`config.mk`:
```
export PLATFORM = sky130hd
export DESIGN_NAME = alu_mdu
export DESIGN_NICKNAME = d
export VERILOG_FILES = /design/src/rtl/alu_mdu_pkg.sv /design/src/rtl/mdu_seq_core.sv /design/src/rtl/alu_mdu.sv
export SDC_FILE = /design/constraint.sdc
export NUM_CORES = 1
export LEC_CHECK = 0
export CAP_MARGIN = 20
export CORE_MARGIN = 2
export CORE_UTILIZATION = 35
export CTS_CLUSTER_SIZE = 28
export DETAILED_ROUTE_END_ITERATION = 8
export DONT_BUFFER_PORTS = 1
export SLEW_MARGIN = 10
export SYNTH_ARGS = -nofsm -noshare
export SYNTH_HDL_FRONTEND = slang
export SYNTH_SLANG_ARGS = --single-unit
```
`constraint.sdc`:
```
create_clock -name i_clock -period 3.5 [get_ports i_clock]
set_clock_uncertainty 0.2 [all_clocks]
set_input_delay 0.7 -clock i_clock [delete_from_list [all_inputs] [get_ports i_clock]]
set_output_delay 0.7 -clock i_clock [all_outputs]
set_load 0.005 [all_outputs]
```
`src/rtl/alu_mdu_pkg.sv`:
```
// Shared definitions for the multiply/divide unit: opcodes, FSM states and decode helpers.
package alu_mdu_pkg;

   localparam int unsigned OP_MULT  = 20;
   localparam int unsigned OP_MULTU = 21;
   localparam int unsigned OP_DIV   = 22;
   localparam int unsigned OP_DIVU  = 23;
   localparam int unsigned OP_MFHI  = 24;
   localparam int unsigned OP_MFLO  = 25;
   localparam int unsigned OP_MTHI  = 26;
   localparam int unsigned OP_MTLO  = 27;

   typedef enum logic [1:0] {
      ST_IDLE,
      ST_MUL,
      ST_DIV,
      ST_FIX
   } state_t;

   // Any opcode owned by the MDU (long ops and HI/LO moves)
   function automatic logic is_mdu_op(input int unsigned op);
      return (op >= OP_MULT) && (op <= OP_MTLO);
   endfunction

   // Opcodes that start a multi-cycle operation
   function automatic logic is_long_op(input int unsigned op);
      return (op >= OP_MULT) && (op <= OP_DIVU);
   endfunction

endpackage

```
`src/rtl/mdu_seq_core.sv`:
```
// Shared 2*N_BITS shift register: shift-add multiply or restoring divide, one bit per step.
module mdu_seq_core #(
   parameter int unsigned N_BITS = 32
) (
   input  logic              clk,
   input  logic              rst,
   input  logic              load,
   input  logic              step,
   input  logic              is_div,
   input  logic [N_BITS-1:0] load_lo,
   input  logic [N_BITS-1:0] load_op,
   output logic [N_BITS-1:0] acc_hi,
   output logic [N_BITS-1:0] acc_lo
);

   logic [N_BITS-1:0] hi_q, lo_q, op_q;
   logic [N_BITS-1:0] hi_nxt, lo_nxt;
   logic [N_BITS:0]   add_sum;
   logic [N_BITS:0]   rem_shift;

   // hi holds partial product / remainder, lo holds multiplier / dividend-quotient
   always_comb begin
      hi_nxt    = hi_q;
      lo_nxt    = lo_q;
      add_sum   = {1'b0, hi_q} + (lo_q[0] ? {1'b0, op_q} : '0);
      rem_shift = {hi_q, lo_q[N_BITS-1]};
      if (is_div) begin
         if (rem_shift >= {1'b0, op_q}) begin
            hi_nxt = N_BITS'(rem_shift - {1'b0, op_q});
            lo_nxt = {lo_q[N_BITS-2:0], 1'b1};
         end else begin
            hi_nxt = rem_shift[N_BITS-1:0];
            lo_nxt = {lo_q[N_BITS-2:0], 1'b0};
         end
      end else begin
         {hi_nxt, lo_nxt} = {add_sum, lo_q[N_BITS-1:1]};
      end
   end

   always_ff @(posedge clk) begin
      if (rst) begin
         hi_q <= '0;
         lo_q <= '0;
         op_q <= '0;
      end else if (load) begin
         hi_q <= '0;
         lo_q <= load_lo;
         op_q <= load_op;
      end else if (step) begin
         hi_q <= hi_nxt;
         lo_q <= lo_nxt;
      end
   end

   assign acc_hi = hi_q;
   assign acc_lo = lo_q;

endmodule

```
`src/rtl/alu_mdu.sv`:
```
// Multi-cycle multiply/divide unit with HI/LO registers: FSM, sign handling and MF/MT paths.
module alu_mdu
   import alu_mdu_pkg::*;
#(
   parameter int unsigned N_BITS   = 32,
   parameter int unsigned N_OPCODE = 6
) (
   input  logic                i_clock,
   input  logic                i_reset,
   input  logic                i_valid,
   input  logic [N_OPCODE-1:0] i_opcode,
   input  logic [N_BITS-1:0]   i_datoA,
   input  logic [N_BITS-1:0]   i_datoB,
   output logic [N_BITS-1:0]   o_hi,
   output logic [N_BITS-1:0]   o_lo,
   output logic [N_BITS-1:0]   o_result,
   output logic                o_busy,
   output logic                o_done,
   output logic                o_stall
);

   localparam int unsigned CNT_W = $clog2(N_BITS);

   state_t            state_q, state_nxt;
   logic [CNT_W-1:0]  cnt_q, cnt_nxt;
   logic [N_BITS-1:0] hi_q, hi_nxt, lo_q, lo_nxt;
   logic              busy_q, busy_nxt, done_q, done_nxt;
   logic              is_div_q, is_div_nxt;
   logic              neg_q_q, neg_q_nxt, neg_r_q, neg_r_nxt;

   logic              accept, op_div, op_signed, a_msb, b_msb, b_zero;
   logic [N_BITS-1:0] a_mag, b_mag, acc_hi, acc_lo;
   logic [2*N_BITS-1:0] prod, prod_neg;
   logic              core_load, core_step;

   assign accept    = i_valid && (state_q == ST_IDLE) && is_long_op(32'(i_opcode));
   assign op_div    = (i_opcode == N_OPCODE'(OP_DIV)) || (i_opcode == N_OPCODE'(OP_DIVU));
   assign op_signed = (i_opcode == N_OPCODE'(OP_MULT)) || (i_opcode == N_OPCODE'(OP_DIV));
   assign a_msb     = i_datoA[N_BITS-1];
   assign b_msb     = i_datoB[N_BITS-1];
   assign b_zero    = (i_datoB == '0);
   assign a_mag     = (op_signed && a_msb) ? -i_datoA : i_datoA;
   assign b_mag     = (op_signed && b_msb) ? -i_datoB : i_datoB;
   assign prod      = {acc_hi, acc_lo};
   assign prod_neg  = -prod;

   mdu_seq_core #(.N_BITS(N_BITS)) u_core (
      .clk     (i_clock),
      .rst     (i_reset),
      .load    (core_load),
      .step    (core_step),
      .is_div  (is_div_q),
      .load_lo (op_div ? a_mag : b_mag),
      .load_op (op_div ? b_mag : a_mag),
      .acc_hi  (acc_hi),
      .acc_lo  (acc_lo)
   );

   always_comb begin
      state_nxt  = state_q;
      cnt_nxt    = cnt_q;
      hi_nxt     = hi_q;
      lo_nxt     = lo_q;
      is_div_nxt = is_div_q;
      neg_q_nxt  = neg_q_q;
      neg_r_nxt  = neg_r_q;
      core_load  = 1'b0;
      core_step  = 1'b0;
      case (state_q)
         ST_IDLE: begin
            if (accept) begin
               core_load  = 1'b1;
               cnt_nxt    = CNT_W'(N_BITS - 1);
               is_div_nxt = op_div;
               // Divide by zero keeps the raw all-ones quotient; remainder sign restores A
               neg_q_nxt  = op_signed && (a_msb ^ b_msb) && !(op_div && b_zero);
               neg_r_nxt  = op_signed && a_msb;
               state_nxt  = op_div ? ST_DIV : ST_MUL;
            end else if (i_valid && (i_opcode == N_OPCODE'(OP_MTHI))) begin
               hi_nxt = i_datoA;
            end else if (i_valid && (i_opcode == N_OPCODE'(OP_MTLO))) begin
               lo_nxt = i_datoA;
            end
         end
         ST_MUL, ST_DIV: begin
            core_step = 1'b1;
            if (cnt_q == '0) state_nxt = ST_FIX;
            else             cnt_nxt   = cnt_q - CNT_W'(1);
         end
         ST_FIX: begin
            state_nxt = ST_IDLE;
            if (is_div_q) begin
               lo_nxt = neg_q_q ? -acc_lo : acc_lo;
               hi_nxt = neg_r_q ? -acc_hi : acc_hi;
            end else begin
               {hi_nxt, lo_nxt} = neg_q_q ? prod_neg : prod;
            end
         end
         default: state_nxt = ST_IDLE;
      endcase
      busy_nxt = (state_nxt != ST_IDLE);
      done_nxt = (state_q == ST_FIX);
   end

   always_ff @(posedge i_clock) begin
      if (i_reset) begin
         state_q  <= ST_IDLE;
         cnt_q    <= '0;
         hi_q     <= '0;
         lo_q     <= '0;
         busy_q   <= 1'b0;
         done_q   <= 1'b0;
         is_div_q <= 1'b0;
         neg_q_q  <= 1'b0;
         neg_r_q  <= 1'b0;
      end else begin
         state_q  <= state_nxt;
         cnt_q    <= cnt_nxt;
         hi_q     <= hi_nxt;
         lo_q     <= lo_nxt;
         busy_q   <= busy_nxt;
         done_q   <= done_nxt;
         is_div_q <= is_div_nxt;
         neg_q_q  <= neg_q_nxt;
         neg_r_q  <= neg_r_nxt;
      end
   end

   assign o_hi    = hi_q;
   assign o_lo    = lo_q;
   assign o_busy  = busy_q;
   assign o_done  = done_q;
   assign o_stall = i_valid && busy_q && is_mdu_op(32'(i_opcode));

   always_comb begin
      o_result = '0;
      if      (i_opcode == N_OPCODE'(OP_MFHI)) o_result = hi_q;
      else if (i_opcode == N_OPCODE'(OP_MFLO)) o_result = lo_q;
   end

endmodule

```
==> results of run 1 <==
-- Yosys cell counts, drive strengths merged, types with 7 or more instances --
library cell,count
nand2b,11
o21bai,8
o41ai,9
or4,15
a31oi,19
nor2b,18
a311oi,9
a21oi,243
nor3,33
and3,14
a21o,28
o31ai,28
o31a,8
o22ai,18
dfxtp,172
o211ai,69
clkbuf,124
xor2,79
mux2,10
nand2,204
ha,71
mux2i,95
nor4,26
nor3b,8
xnor2,92
inv,63
buf,26
and2,15
a211oi,59
o21ai,114
nor2,280
nand4,16
nand3,38
o21a,9
or3,17
a21boi,7
-- state kept, by name (all words and copies together), names as in the netlist, 2 cells and up --
name and count:
u_core.op_q 32, u_core.acc_lo 32, cnt_q 5, o_lo 32, state_q 2, u_core.acc_hi 32, o_hi 32
-- repair_timing --
action | CTS | global route
setup endpoints to repair | 16 | 35
buffers inserted | 0 | 3
gates resized for setup | 8 | 36
pin swaps | 2 | 6
hold buffers | 0 | 0
-- how the worst max path moves through the flow --
stage,depth (start not counted),start,slack [ns],to
global placement,12,u_core.acc_lo[0],-0.16,u_core.acc_hi[31]
floorplan,12,u_core.acc_hi[17],0.07,u_core.acc_hi[8]
finish,12,u_core.op_q[18],0.09,u_core.acc_hi[7]
detailed placement,12,u_core.acc_lo[0],-0.16,u_core.acc_hi[31]
global route,12,u_core.op_q[28],0.003,u_core.acc_hi[31]
CTS,12,u_core.acc_lo[0],-0.01,u_core.acc_hi[23]
-- kinds of logic after synthesis --
logic type | count (synthesis) | share of synthesized area (%)
compound gates | 682 | 28.3
xor+xnor | 171 | 9.76
fa+ha+maj | 73 | 6.05
buf+inv | 214 | 5.40
flops | 172 | 22.4
mux | 105 | 6.93
simple gates | 714 | 21.2
-- layer usage --
metal	part of all wire (%)	global-route usage, %	wire, um
met5	0	0	0
met4	3.4	9.82	2200
met3	9.6	5.40	6210
met2	42	41.5	27300
met1	45	38.8	28800
-- power by group --
part | leakage [uW] | internal, uW | switching, uW
logic | 0.00517 | 3680 | 4970
clock network | 0.000289 | 1020 | 1000
registers | 0.00140 | 2260 | 337
-- per-stage QoR --
| step | area [um2] | instances | total power, uW | hold slack [ns] |
|---|---|---|---|---|
| 6_report | 17800 | 2788 | 13300 | 0.118 |
| 2_1_floorplan | 15300 | 2131 | 7650 | 0.232 |
| 5_1_grt | 17800 | 2788 | 14000 | 0.0974 |
| 3_5_place_dp | 17000 | 2753 | 10800 | 0.241 |
| 3_3_place_gp | 17000 | 2753 | 10800 | 0.236 |
| 4_1_cts | 17600 | 2784 | 12900 | 0.106 |
-- area by class of cell --
class	instances	share of cell area (%)
well taps	585	4.11
clock inverters	14	0.941
clock buffers	17	2.39
inverters	64	1.35
repair buffers	191	8.46
multi-input cells	1745	63.4
flip-flops and latches	172	19.3
-- worst max-delay path: stages (launching register included) --
cell and delay [ns]:
dfxtp_1 0.40, inv_1 0.14, ha_1 0.32, nand2_1 0.10, or3_1 0.45, nor4_2 0.34, a2111oi_1 0.10, a31o_2 0.29
a21oi_4 0.17, buf_12 0.20, mux2_2 0.36, a21oi_1 0.16, a211oi_1 0.06
==> impl_metrics.json, run 1 <==
{
  "report.final.setup_viol": 0,
  "area_growth_pct": 16.1,
  "hpwlAfterDp_um": 50600,
  "synthesis.yosys.warnings": 0,
  "dp_slack_ns": -0.158,
  "floorplan.die_area_um2": 45500,
  "grt_max_degree": 132,
  "multiInputGateArea_um2": 11300,
  "synth_ff_type": "dfxtp_1",
  "average_cell_area_after_synthesis_um2": 7.20,
  "final.setup.tns_ns": 0,
  "wire_per_inst_um": 23.2,
  "core_region_area_um2": 43200,
  "row_cnt": 76,
  "clock_tree_from_tritoncts": "yes",
  "grt_pass1_vias": 15493,
  "cts.root.buffer_cell": "clkbuf_16",
  "max-cap-violations": 0,
  "synth_top_area_share_pct": 22.4,
  "clock_sink_count": 172,
  "ys_ff_latch": 172,
  "total_leakage_power_uw": 0.00686,
  "post_synth_main_area_contributors": "dfxtp_1, a21oi_1, nor2_1, mux2i_1, ha_1",
  "layout.core_utilization_pct": 41.3,
  "number_of_nets_in_the_layout": 2337,
  "fmax_ghz": 0.293,
  "power_density_nw_per_um2": 745,
  "dieWidth_um": 213,
  "layout_setup_ws_ns": 0.0880,
  "finalHoldViolations": 0,
  "grt_setup_unrepaired": "no",
  "route.detailed.drc": 0,
  "global_route.overflow_total": 0,
  "hp-class": "in -> reg",
  "cts_buffers": 17,
  "hold_path_depth": 1,
  "syn-cell-area_um2": 15300,
  "path_class": "reg -> reg",
  "filler_cell_count": 4501,
  "min_delay_worst_endpoint": "o_hi[26]",
  "cp-start-kind": "flop",
  "worstSetupEndpointType": "flop",
  "antenna_violating_nets_post_route": 0,
  "die-height_um": 213,
  "first_pass_grt_wire_length_um": 94600,
  "crit-reg2reg-launch": "u_core.op_q[18]",
  "synth-edff-count": 0,
  "worstSkewPairLatency_ns": 0.46,
  "gr-usage-all-layers_pct": 27.5,
  "worstPathRequired_ns": 3.63,
  "cp.arrival_ns": 3.55,
  "first_pass_iteration_count_of_the_detailed_router": 7,
  "n_antenna_cell": 0,
  "start_util_pct": 35.5,
  "clkTransAtPathRegs_ns": 0.08,
  "critPathMaxFanout": 17,
  "slew_headroom_pct": 29.9,
  "vias": 16810,
  "drt_wl_total_um": 64500,
  "syn-num-nets": 2277,
  "share_of_synthesized_area_occupied_by_flip_flops_and_latches_pct": 22.4,
  "final_layout_size_suffix_gt1_share_pct": 13.2,
  "hold_path_startpoint": "i_reset",
  "ff2ff_setup_slack_ns": 0.09,
  "gp_congestion": 1.01,
  "port-buffer-count": 0,
  "tightest_slew_ns": 1.05,
  "num_io_pins": 172,
  "synth.lib_cells_used.distinct": 75,
  "cts_htree_levels": 4,
  "cts-root-to-sink-buffers": 2,
  "final_max_slew_viol_count": 0,
  "reg2regPathDepth": 12,
  "outcome": "completed",
  "layout.cells.most_common_list": "nor2_1, a21oi_1, nand2_1",
  "timing.rr.end": "u_core.acc_hi[7]",
  "seq_area_um2": 3440,
  "finalCritPeriodShare_pct": 97.5,
  "most_frequent_standard_cell_in_the_layout_excluding_fill_and_tap_cells": "nor2_1",
  "min_period_ns": 3.41,
  "drt-initial-drc-count": 1743,
  "vias_per_cell": 6.03,
  "worst_supply_voltage_drop_on_vdd_mv": 0.778,
  "postSynthCellCount": 2131,
  "ys_async_sr_fraction_pct": 0,
  "antenna_found_initial": 2,
  "synth_top_area_cell": "dfxtp_1"
}
No activity file was read; power rests on OpenSTA's default activity.
==> run 2, diff against run 1 <==
Settings changed: ABC_CLOCK_PERIOD_IN_PS set to 3500.
==> results of run 2 <==
Final layout, timing and power as in run 1 (identical DEF).
